==> config.mk <==
export PLATFORM = sky130hd
export DESIGN_NAME = nn_layer_seq
export DESIGN_NICKNAME = d
export VERILOG_FILES = /design/src/rtl/nn_layer_seq.sv
export SDC_FILE = /design/constraint.sdc
export NUM_CORES = 1
export LEC_CHECK = 0
export CAP_MARGIN = 0
export CORE_AREA = 8 8 50 52
export CTS_CLUSTER_DIAMETER = 100
export CTS_CLUSTER_SIZE = 20
export DETAILED_ROUTE_END_ITERATION = 10
export DIE_AREA = 0 0 58 60
export GPL_TIMING_DRIVEN = 0
export PLACE_DENSITY = 0.69
export SYNTH_ARGS = -nofsm -noshare
export SYNTH_HDL_FRONTEND = slang
export SYNTH_SLANG_ARGS = --single-unit
==> constraint.sdc <==
create_clock -name clk -period 1.28 [get_ports clk]
set_clock_uncertainty 0.05 [all_clocks]
set_input_delay 0.256 -clock clk [delete_from_list [all_inputs] [get_ports clk]]
set_output_delay 0.256 -clock clk [all_outputs]
set_load 0.05 [all_outputs]
==> src/rtl/nn_layer_seq.sv <==
// nn_layer_seq -- sequences one inference through L layers of a neural network.
//
// For each accepted input vector the sequencer pulses layer_start once per layer,
// waits for the layer controller's layer_done, and steps layer_id and the
// ping-pong activation buffer select. After the last layer the result is offered
// on output_valid until downstream takes it with output_ready.
//
// Handshake semantics (both sides): a transfer happens on a rising clk edge where
// valid and ready are both high. input_ready is high only in S_IDLE. output_valid
// is high only in S_OUTPUT and, once high, stays high with all other outputs
// unchanged until output_ready is seen.
//
// Parameters:
//   L   number of layers per inference (L >= 2)
//   CW  width of the latency counter
//
// Ports:
//   clk           rising-edge clock
//   reset         synchronous active-high reset
//   input_valid   upstream offers a new input vector
//   input_ready   sequencer can accept a new inference (S_IDLE)
//   output_valid  final layer result available (S_OUTPUT)
//   output_ready  downstream accepts the result
//   layer_start   one-cycle start pulse to the layer controller (S_START)
//   layer_id      index of the active layer
//   layer_done    layer controller finished the active layer
//   buf_sel       activation buffer the layer reads; it writes ~buf_sel
//   busy          high in every state except S_IDLE
//   err           sticky flag: layer_done seen outside S_WAIT
//   cycle_count   inference latency in cycles
//
// Build option: define NN_SEQ_PERF_CNT_EN to build the latency counter. Without
// it cycle_count is tied to zero and no counter register exists.
//
// Every output except cycle_count is a decode of registered state, so there is
// no combinational path from any input to any output.

module nn_layer_seq #(
    parameter int L  = 6,
    parameter int CW = 16
) (
    input  logic                 clk,
    input  logic                 reset,
    input  logic                 input_valid,
    output logic                 input_ready,
    output logic                 output_valid,
    input  logic                 output_ready,
    output logic                 layer_start,
    output logic [$clog2(L)-1:0] layer_id,
    input  logic                 layer_done,
    output logic                 buf_sel,
    output logic                 busy,
    output logic                 err,
    output logic [CW-1:0]        cycle_count
);

    localparam int LW = $clog2(L);
    localparam logic [LW-1:0] LAST_LAYER = LW'(L - 1);

    typedef enum logic [1:0] {
        S_IDLE   = 2'd0,
        S_START  = 2'd1,
        S_WAIT   = 2'd2,
        S_OUTPUT = 2'd3
    } state_t;

    state_t        state_q, state_d;
    logic [LW-1:0] layer_id_q, layer_id_d;
    logic          buf_sel_q, buf_sel_d;
    logic          err_q, err_d;
    logic          accept;

    always_ff @(posedge clk) begin
        if (reset) begin
            state_q    <= S_IDLE;
            layer_id_q <= '0;
            buf_sel_q  <= 1'b0;
            err_q      <= 1'b0;
        end else begin
            state_q    <= state_d;
            layer_id_q <= layer_id_d;
            buf_sel_q  <= buf_sel_d;
            err_q      <= err_d;
        end
    end

    always_comb begin
        state_d    = state_q;
        layer_id_d = layer_id_q;
        buf_sel_d  = buf_sel_q;
        err_d      = err_q;
        accept     = 1'b0;

        case (state_q)
            S_IDLE: begin
                if (input_valid) begin
                    accept     = 1'b1;
                    state_d    = S_START;
                    layer_id_d = '0;
                    buf_sel_d  = 1'b0;
                end
            end
            S_START: begin
                // The start pulse lasts exactly one cycle; any layer_done seen
                // here cannot belong to the layer just started.
                state_d = S_WAIT;
            end
            S_WAIT: begin
                if (layer_done) begin
                    if (layer_id_q == LAST_LAYER) begin
                        state_d = S_OUTPUT;
                    end else begin
                        state_d    = S_START;
                        layer_id_d = layer_id_q + 1'b1;
                        buf_sel_d  = ~buf_sel_q;
                    end
                end
            end
            S_OUTPUT: begin
                if (output_ready) begin
                    state_d = S_IDLE;
                end
            end
            default: begin
                state_d = S_IDLE;
            end
        endcase

        // Acceptance clears the error, but a stray layer_done in the same
        // cycle wins so the error is never silently lost.
        if (accept) begin
            err_d = 1'b0;
        end
        if (layer_done && (state_q != S_WAIT)) begin
            err_d = 1'b1;
        end
    end

    assign input_ready  = (state_q == S_IDLE);
    assign layer_start  = (state_q == S_START);
    assign output_valid = (state_q == S_OUTPUT);
    assign busy         = (state_q != S_IDLE);
    assign layer_id     = layer_id_q;
    assign buf_sel      = buf_sel_q;
    assign err          = err_q;

`ifdef NN_SEQ_PERF_CNT_EN
    logic [CW-1:0] cnt_q;

    // Counts cycles spent in S_START/S_WAIT of the current inference; it
    // saturates rather than wrapping so an overflow reads as "at least max".
    always_ff @(posedge clk) begin
        if (reset) begin
            cnt_q <= '0;
        end else if (accept) begin
            cnt_q <= '0;
        end else if (((state_q == S_START) || (state_q == S_WAIT)) && (cnt_q != {CW{1'b1}})) begin
            cnt_q <= cnt_q + 1'b1;
        end
    end

    assign cycle_count = cnt_q;
`else
    assign cycle_count = '0;
`endif

endmodule

After elaboration in Yosys (flattened, before gate mapping)
Index checks and enable logic that the tools add are counted.
{"block": "word_totals", "input_bits": 5, "register_bits": 7, "elab_cells": 39}
{"block": "op_classes", "n_eq_ne": 9, "n_reduce_logical": 7, "bitwise": 1, "mux": 17, "add_sub_neg": 1}
{"cell": "$mux 3", "n": 3}
{"cell": "$mux 2", "n": 4}
{"cell": "$ne 2x2->1 const B", "n": 4}
{"cell": "$pmux 2 s4", "n": 1}
{"cell": "$mux 1", "n": 7}
{"cell": "$pmux 3 s2", "n": 1}
{"cell": "$reduce_bool 2->1", "n": 3}
{"cell": "$eq 2x2->1 const B", "n": 2}
{"cell": "$reduce_and 4->1", "n": 1}
{"cell": "$add 3x1->3 const B", "n": 1}
{"cell": "$eq 3x3->1 const B", "n": 1}
{"cell": "$reduce_and 3->1", "n": 1}
{"cell": "$eq 2x1->1 const B", "n": 1}
{"cell": "$logic_not 2->1", "n": 1}
{"cell": "$ne 2x1->1 const B", "n": 1}
{"cell": "$pmux 1 s2", "n": 1}
{"cell": "$logic_and 1x1->1", "n": 1}
{"cell": "$not 1->1", "n": 1}

Depth between registers and ports, before layout
Gate-level depths: netlist (run 1).
{"block": "logic_depth", "depth_word": 4, "depth_mapped": 5}

Worst setup path before layout (run 1)
OpenSTA, ideal clock, no wires.
{"block": "synth_path", "path_type": "register -> register", "start": "register layer_id_q[1] (netlist: layer_id[1])", "end": "register layer_id_q[2] (netlist: layer_id[2])", "slack_ns": -0.345, "path_stages_with_launch": 6, "arrival_time_ns": 1.429, "period_less_slack_ns": 1.625, "setup_time_ns": 0.145, "path_buffers": 0, "cell_sequence": "dfxtp_1 > inv_1 > ha_1 > a21bo_1 > o2111ai_2 > o41ai_2"}
{"block": "synth_between", "elab_chain_cells": 4}
{"item": "start, declared", "line": "68", "text": "logic [LW-1:0] layer_id_q, layer_id_d;"}
{"item": "start signal, assigned", "line": "81", "text": "layer_id_q <= layer_id_d;"}
{"item": "$add 3x1->3", "line": "114", "text": "layer_id_d = layer_id_q + 1'b1;"}
{"item": "$mux 3", "line": "110", "text": "if (layer_id_q == LAST_LAYER) begin"}
{"item": "$mux 3", "line": "109", "text": "if (layer_done) begin"}
{"item": "$pmux 3 s2", "line": "94", "text": "case (state_q)"}
Several ways; a longest one is shown, not always the timed one. The select of a mux whose other input is x is not followed.
A chain may end at the register's enable or synchronous reset.

Final worst setup path (run 1)
{"block": "layout_path", "start": "register state_q[0]", "end": "output port input_ready"}
{"block": "layout_between", "elab_chain_cells": 1}
{"item": "start, declared", "line": "67", "text": "state_t state_q, state_d;"}
{"item": "start signal, assigned", "line": "80", "text": "state_q <= state_d;"}
{"item": "$logic_not 2->1", "line": "139", "text": "assign input_ready = (state_q == S_IDLE);"}
{"item": "end, declared", "line": "45", "text": "output logic input_ready,"}
Every way passes these cells.

==> summary.md, run 1 <==
| Metric | Value |
|---|---|
| Vias | `between 400 and 500` |
| Setup CP Type | `flip-flop to output pin` |
| Io pins | `30` |
| Syn. warnings | `0` |
| Row count | `16` |
| Die Wd | `58 um` |
| Final setup vio count | `2` |
| Vias per cell | `4.13` |
| Syn Inst Count | `60` |
| P_leak | `0.410 nW` |
| Routability cong. | `roughly 0.73` |
| Congestion Overflow GR | `0` |
| Clock root cell | `clkbuf_4` |
| Synth top area cells | `dfxtp_1 (26%), buf_4 (23%), ha_1 (4.7%)` |
| Final Net Count | `100` |
| Synthesized cell area | `~530 um2` |
| Core area | `~1800 um2` |
| Maxcap violations | `0` |
| Syn-to-layout area delta | `52.4%` |
| Sequential cell area fraction in the yosys report | `a little over a quarter` |
| Crit path capture type | `output pin` |
| Crit path required time | `970 ps` |
| Detailed Route Iter0 Violations | `9` |
| Post-DP HPWL | `approximately 1000 um` |
| Peak supply drop | `563 uV` |
| Unrepaired setup endpoints after global routing | `true` |
| DRT Pass-1 Iters | `3` |
| EDFF count, synth | `0` |
| Logic gate share of total power | `43.9%` |
| Final WL | `1290 um` |
| Top FF cell, synth | `dfxtp_1` |
| First-pass GRT wire length | `2150 um` |
| Post-synthesis async set-or-reset flop share | `0%` |
| CTS Buf Count | `3` |
| IO buf count | `12` |
| Fillers | `181` |
| CP Max Fanout | `4` |
| CTS clock-pin slew for the worst setup and hold paths | `60 ps` |
| Hold violation count in the final report | `0` |
| Placed standard-cell area | `753 um2` |
| Max clock buf depth | `2` |
| Tot GR Track Use | `under 10%` |
| Slowest-stage cell, CP | `dfxtp_4` |
| Final slew viol count | `0` |
| Fin area | `approximately 800 um2` |
| Fin crit period | `1370 ps` |
| CTS tree | `yes` |
| Antenna diodes | `0` |
| Die height | `60 um` |
| Failing checks | `negative setup slack` |
| PwrDens | `971 nW/um2` |
| Final ANT Viol Nets | `0` |
| Sequential share of power | `29.6%` |
| Register bit count reported by yosys | `7` |
| Synth area leader | `dfxtp_1` |
| Post-synth top area share | `26.4%` |
| Final Cycle Share | `107%` |
| Hold WC Path Type | `primary input to flip-flop` |
| Initial Util | `29.4%` |
| FMAX | `730 MHz` |
| CP startpoint kind | `flip-flop` |
| Placed cells | `105` |
| H-tree levels | `1` |
| Initial antenna violation count | `0` |
| Status | `finished, violations left` |
| Largest net degree at the start of global routing | `10` |
| Sw Ratio | `a little over 40%` |
| Share of cells above drive strength 1 | `a little over half` |
| Worst skew pair latency | `260 ps` |
| Wire per inst | `11.8 um` |
| Worst path max stage delay | `340 ps` |
| DR DRC count | `0` |
| Final setup margin | `-89.3 ps` |
| # clock sinks | `7` |
| Clk pwr share | `26.5%` |
| Number of global-route vias before repair | `approximately 480` |
| Psw | `between 0.3 and 0.4 mW` |
| Cell Chain, Critical Path | `or2_4 > clkinvlp_4 > buf_8` |
| Internal | `0.461 mW` |
| CTS Hold Bufs | `0` |
| Number of library cell types mapped by synthesis | `28` |
| Commonest cells post-synth | `buf_4 (16), dfxtp_1 (7), nor2_1 (5)` |
| Arr. time, crit path | `between 1000 and 1500 ps` |
| Syn Area/Cell | `8.84 um2` |
| Layout Cells excl Fill | `between 100 and 150` |
| Die area | `around 3500 um2` |
| Count leader, synth | `buf_4` |
==> layer usage <==
metal | part of all wire, % | global-route usage [%] | vias to the layer above | wire, um
met4 | 0.85 | 4.55 | 0 | 11
met1 | 36 | 7.30 | 198 | 471
met5 | 0 | 0 | - | 0
li1 | - | - | 235 | -
met2 | 51 | 13.5 | 19 | 663
met3 | 11 | 4.95 | 2 | 147
==> cell usage in the layout, fill, tap and decap left out, types with 2 or more instances in the layout <==
cell,Yosys,layout
clkdlybuf4s50_1,0,2
clkbuf_4,0,4
buf_2,1,5
a21oi_1,2,2
dfxtp_1,7,2
nand2_1,2,2
inv_1,4,2
a22o_1,2,2
dfxtp_4,0,4
buf_4,16,19
buf_6,1,2
conb_1,1,16
nor2_1,5,4
==> area by class of cell <==
| class | instances | area [um2] | share of cell area [%] |
|---|---|---|---|
| multi-input cells | 46 | 343 | 42.4 |
| flip-flops and latches | 7 | 156 | 19.3 |
| plain buffers | 17 | 125 | 15.5 |
| repair buffers | 14 | 116 | 14.4 |
| clock buffers | 4 | 26.3 | 3.25 |
| well taps | 18 | 22.5 | 2.79 |
| inverters | 4 | 18.8 | 2.32 |
==> worst paths after layout <==
| check | startpoint | end | slack, ps | cells after the start |
|---|---|---|---|---|
| setup reg to reg | state_q[1]$_SDFFE_PP0P_ | layer_id[2]$_SDFFE_PP0P_ | 10 | 4 |
| hold / removal | reset | state_q[0]$_SDFFE_PP0P_ | 250 | 2 |
| hold reg to reg | layer_id[1]$_SDFFE_PP0P_ | layer_id[1]$_SDFFE_PP0P_ | 460 | 1 |
| setup / recovery | state_q[0]$_SDFFE_PP0P_ | input_ready | -90 | 3 |
==> power by group through the flow <==
stage / Combinational [mW] / Clock [mW] / Sequential, mW
after global routing: 0.363 / 0.228 / 0.235
final: 0.345 / 0.208 / 0.233
after global placement: 0.321 / 0 / 0.239
after CTS: 0.332 / 0.215 / 0.232
after floorplan: 0.253 / 0 / 0.255
after detailed placement: 0.323 / 0 / 0.240
==> per-stage QoR <==
step                      setup WS [ps]  hold slack [ps]  utilization [%]  power [mW]  setup TNS [ps]
after floorplan                   -76.2              377                -       0.508           -76.2
after global placement             -538              432             41.8       0.560           -4090
after detailed placement           -546              439             41.8       0.563           -4350
after CTS                          -100              228             43.5       0.779            -184
after global routing               -122              256             44.9       0.826            -301
final                             -89.3              249             44.9       0.785            -164
==> worst max-delay path: cells and delay by family (launching register included) <==
kind                   cells  cell delay, ps
buffers and inverters      2             200
DFF                        1             340
and+or+nand+nor            1             260
==> state kept, by name, indices dropped and copies added (netlist names) <==
signal and flops:
buf_sel 1, err 1, layer_id 3, state_q 2
==> logic make-up after synthesis <==
logic type,after synthesis,synth area share (%)
buffers and inverters,22,28.5
AND/OR/NAND/NOR,15,16.0
AO/OA/AOI/OAI,13,23.6
flip-flops,7,26.4
adder cells (fa/ha/maj),2,4.72
other,1,0.707
==> what timing repair did <==
item                                    4_1_cts  5_1_grt
hold endpoints to repair                      0        0
buffers inserted                              2        0
gates resized for setup                      57        8
endpoints found under the setup margin       12        9
pin swaps                                     2        5
(Power assumes the default switching activity.)
==> run 2, diff against run 1 <==
--- a/config.mk
+++ b/config.mk
@@ -12,6 +12,7 @@
 export DETAILED_ROUTE_END_ITERATION = 10
 export DIE_AREA = 0 0 58 60
 export GPL_TIMING_DRIVEN = 0
+export MAX_ROUTING_LAYER = met4
 export PLACE_DENSITY = 0.69
 export SYNTH_ARGS = -nofsm -noshare
 export SYNTH_HDL_FRONTEND = slang
==> run 2 against run 1 <==
Compared with the run above: the run still ends with negative setup slack left; via count unchanged; critical path depth unchanged; first-iteration DRC count unchanged; setup slack unchanged; maximum frequency unchanged; flip-flop and latch count unchanged; non-clock buffer count unchanged; wire length unchanged; sequential share of layout area unchanged; design area unchanged; sequential power about the same; critical path type unchanged.
==> summary.md, run 2 (same netlist as run 1, synthesis figures left out) <==
| Metric | Value |
|---|---|
| Crit path capture type | `output pin` |
| Unrepaired setup endpoints after global routing | `true` |
| Critical Path Start | `state_q[0]$_SDFFE_PP0P_` |
| Flop-to-flop setup slack | `10 ps` |
| Detailed Route Iter0 Violations | `9` |
| PwrDens | `971 nW/um2` |
| Setup CP Type | `flip-flop to output pin` |
| Post-DP HPWL | `1010 um` |
| Largest register FFs | `3` |
| H-tree levels | `1` |
| Die height | `60 um` |
| Commonest non-fill, non-tap cell in the layout | `buf_4` |
| Routability cong. | `0.739` |
| Die Wd | `58 um` |
| IO buf count | `12` |
| FMAX | `730 MHz` |
| First-pass GRT wire length | `between 2000 and 2500 um` |
| Vias per cell | `4.13` |
| Congestion Overflow GR | `0` |
| Tot GR Track Use | `8.22%` |
| Io pins | `30` |
| Syn-to-layout area delta | `52.4%` |
| Maxcap violations | `0` |
| CTS Buf Count | `3` |
| Layout Cells excl Fill | `110` |
| Worst path max stage delay | `340 ps` |
| Cell Chain, Critical Path | `or2_4 > clkinvlp_4 > buf_8` |
| Final Net Count | `100` |
| Wire per inst | `11.8 um` |
| Final ANT Viol Nets | `0` |
| Fillers | `between 150 and 200` |
| R2R Path End | `layer_id[2]$_SDFFE_PP0P_` |
| Status | `finished, violations left` |
| Final hold slack | `249 ps` |
| Worst skew pair latency | `260 ps` |
| Worst hold stages | `2` |
| # clock sinks | `7` |
| CTS clock-pin slew for the worst setup and hold paths | `around 60 ps` |
| Hold WC Path Type | `primary input to flip-flop` |
| DR DRC count | `0` |
| Final setup vio count | `2` |
| R2R cell count | `4` |
| Fin crit period | `1370 ps` |
| CP startpoint kind | `flip-flop` |
| DRT Pass-1 Iters | `3` |
| Placed cells | `~110` |
| Sequential cell area | `156 um2` |
| Max clock buf depth | `2` |
| P_leak | `0.410 nW` |
| Final slew viol count | `0` |
| Pwr Total | `0.785 mW` |
| Row count | `16` |
| Final Cycle Share | `107%` |
| Initial antenna violation count | `0` |
| Largest net degree at the start of global routing | `10` |
| Critical R2R Launch | `state_q[1]$_SDFFE_PP0P_` |
| Most frequent cells in the layout | `buf_4 (19), conb_1 (16), buf_2 (5)` |
| Vias | `454` |
| CP Max Fanout | `4` |
| Share of cells above drive strength 1 | `about 53%` |
| Slowest-stage cell, CP | `dfxtp_4` |
| Area taken by multi-input logic gates | `343 um2` |
| Failing checks | `negative setup slack` |
| Peak supply drop | `563 uV` |
| Setup WS pre-CTS | `-546 ps` |
| Die area | `3480 um2` |
| Min-Delay Endpoint | `state_q[0]$_SDFFE_PP0P_` |
| Initial Util | `29.4%` |
| Antenna diodes | `0` |
| Final setup margin | `-89.3 ps` |
| Core area | `1800 um2` |
| Final WL | `1290 um` |
| CTS tree | `yes` |
| Number of global-route vias before repair | `between 400 and 500` |
| Arr. time, crit path | `1060 ps` |
| Clock root cell | `clkbuf_4` |
| Hold wc startpoint | `reset` |
| Crit path required time | `970 ps` |
| Hold violation count in the final report | `0` |
[run 2: cell counts in the layout (fill, tap and decap cells not counted)]
Identical to the previous run, type by type.
[run 2: power breakdown]
part / switching [mW] / internal [mW] / leakage, nW
sequential: 0.00858 / 0.224 / 0.0606
clock: 0.0883 / 0.119 / 0.0150
combinational: 0.227 / 0.117 / 0.335
total: 0.324 / 0.461 / 0.410
[run 2: layout make-up]
type | count | area share (%)
buffer | 17 | 15.5
timing repair buffer | 14 | 14.4
tap | 18 | 2.79
sequential | 7 | 19.3
inverter | 4 | 2.32
clock buffer | 4 | 3.25
multi-input combinational | 46 | 42.4
[run 2: worst max path at each step]
| stage | end | depth (start not counted) |
|---|---|---|
| 6_report | input_ready | 3 |
| 4_1_cts | input_ready | 3 |
| 3_3_place_gp | input_ready | 4 |
| 2_1_floorplan | layer_id[2]$_SDFFE_PP0P_ | 5 |
| 3_5_place_dp | input_ready | 4 |
| 5_1_grt | input_ready | 3 |
[run 2: what timing repair did]
action,CTS,global route
pin swaps,2,5
gates resized for setup,57,8
hold buffers,0,0
setup buffers,2,0
setup endpoints to repair,12,9
[run 2: through the flow]
stage	setup TNS [ps]	util (%)	cell area (um2)
2_1_floorplan	-76.2	-	611
3_3_place_gp	-4090	41.8	753
3_5_place_dp	-4350	41.8	753
4_1_cts	-184	43.5	783
5_1_grt	-301	44.9	808
6_report	-164	44.9	808
[run 2: worst max-delay path: cells and delay by family, from the launching register on]
family / cells / cell delay [ps]
buffers and inverters: 2 / 200
DFF: 1 / 340
and+or+nand+nor: 1 / 260
[run 2: per-layer routing]
| metal | track usage (%) | vias to the layer above | part of all wire, % | wire length, um |
|---|---|---|---|---|
| met5 | - | - | 0 | 0 |
| met4 | 4.55 | 0 | 0.85 | 11 |
| met3 | 3.87 | 2 | 8.1 | 105 |
| met2 | 13.5 | 19 | 51 | 663 |
| met1 | 7.91 | 198 | 40 | 513 |
| li1 | - | 235 | - | - |
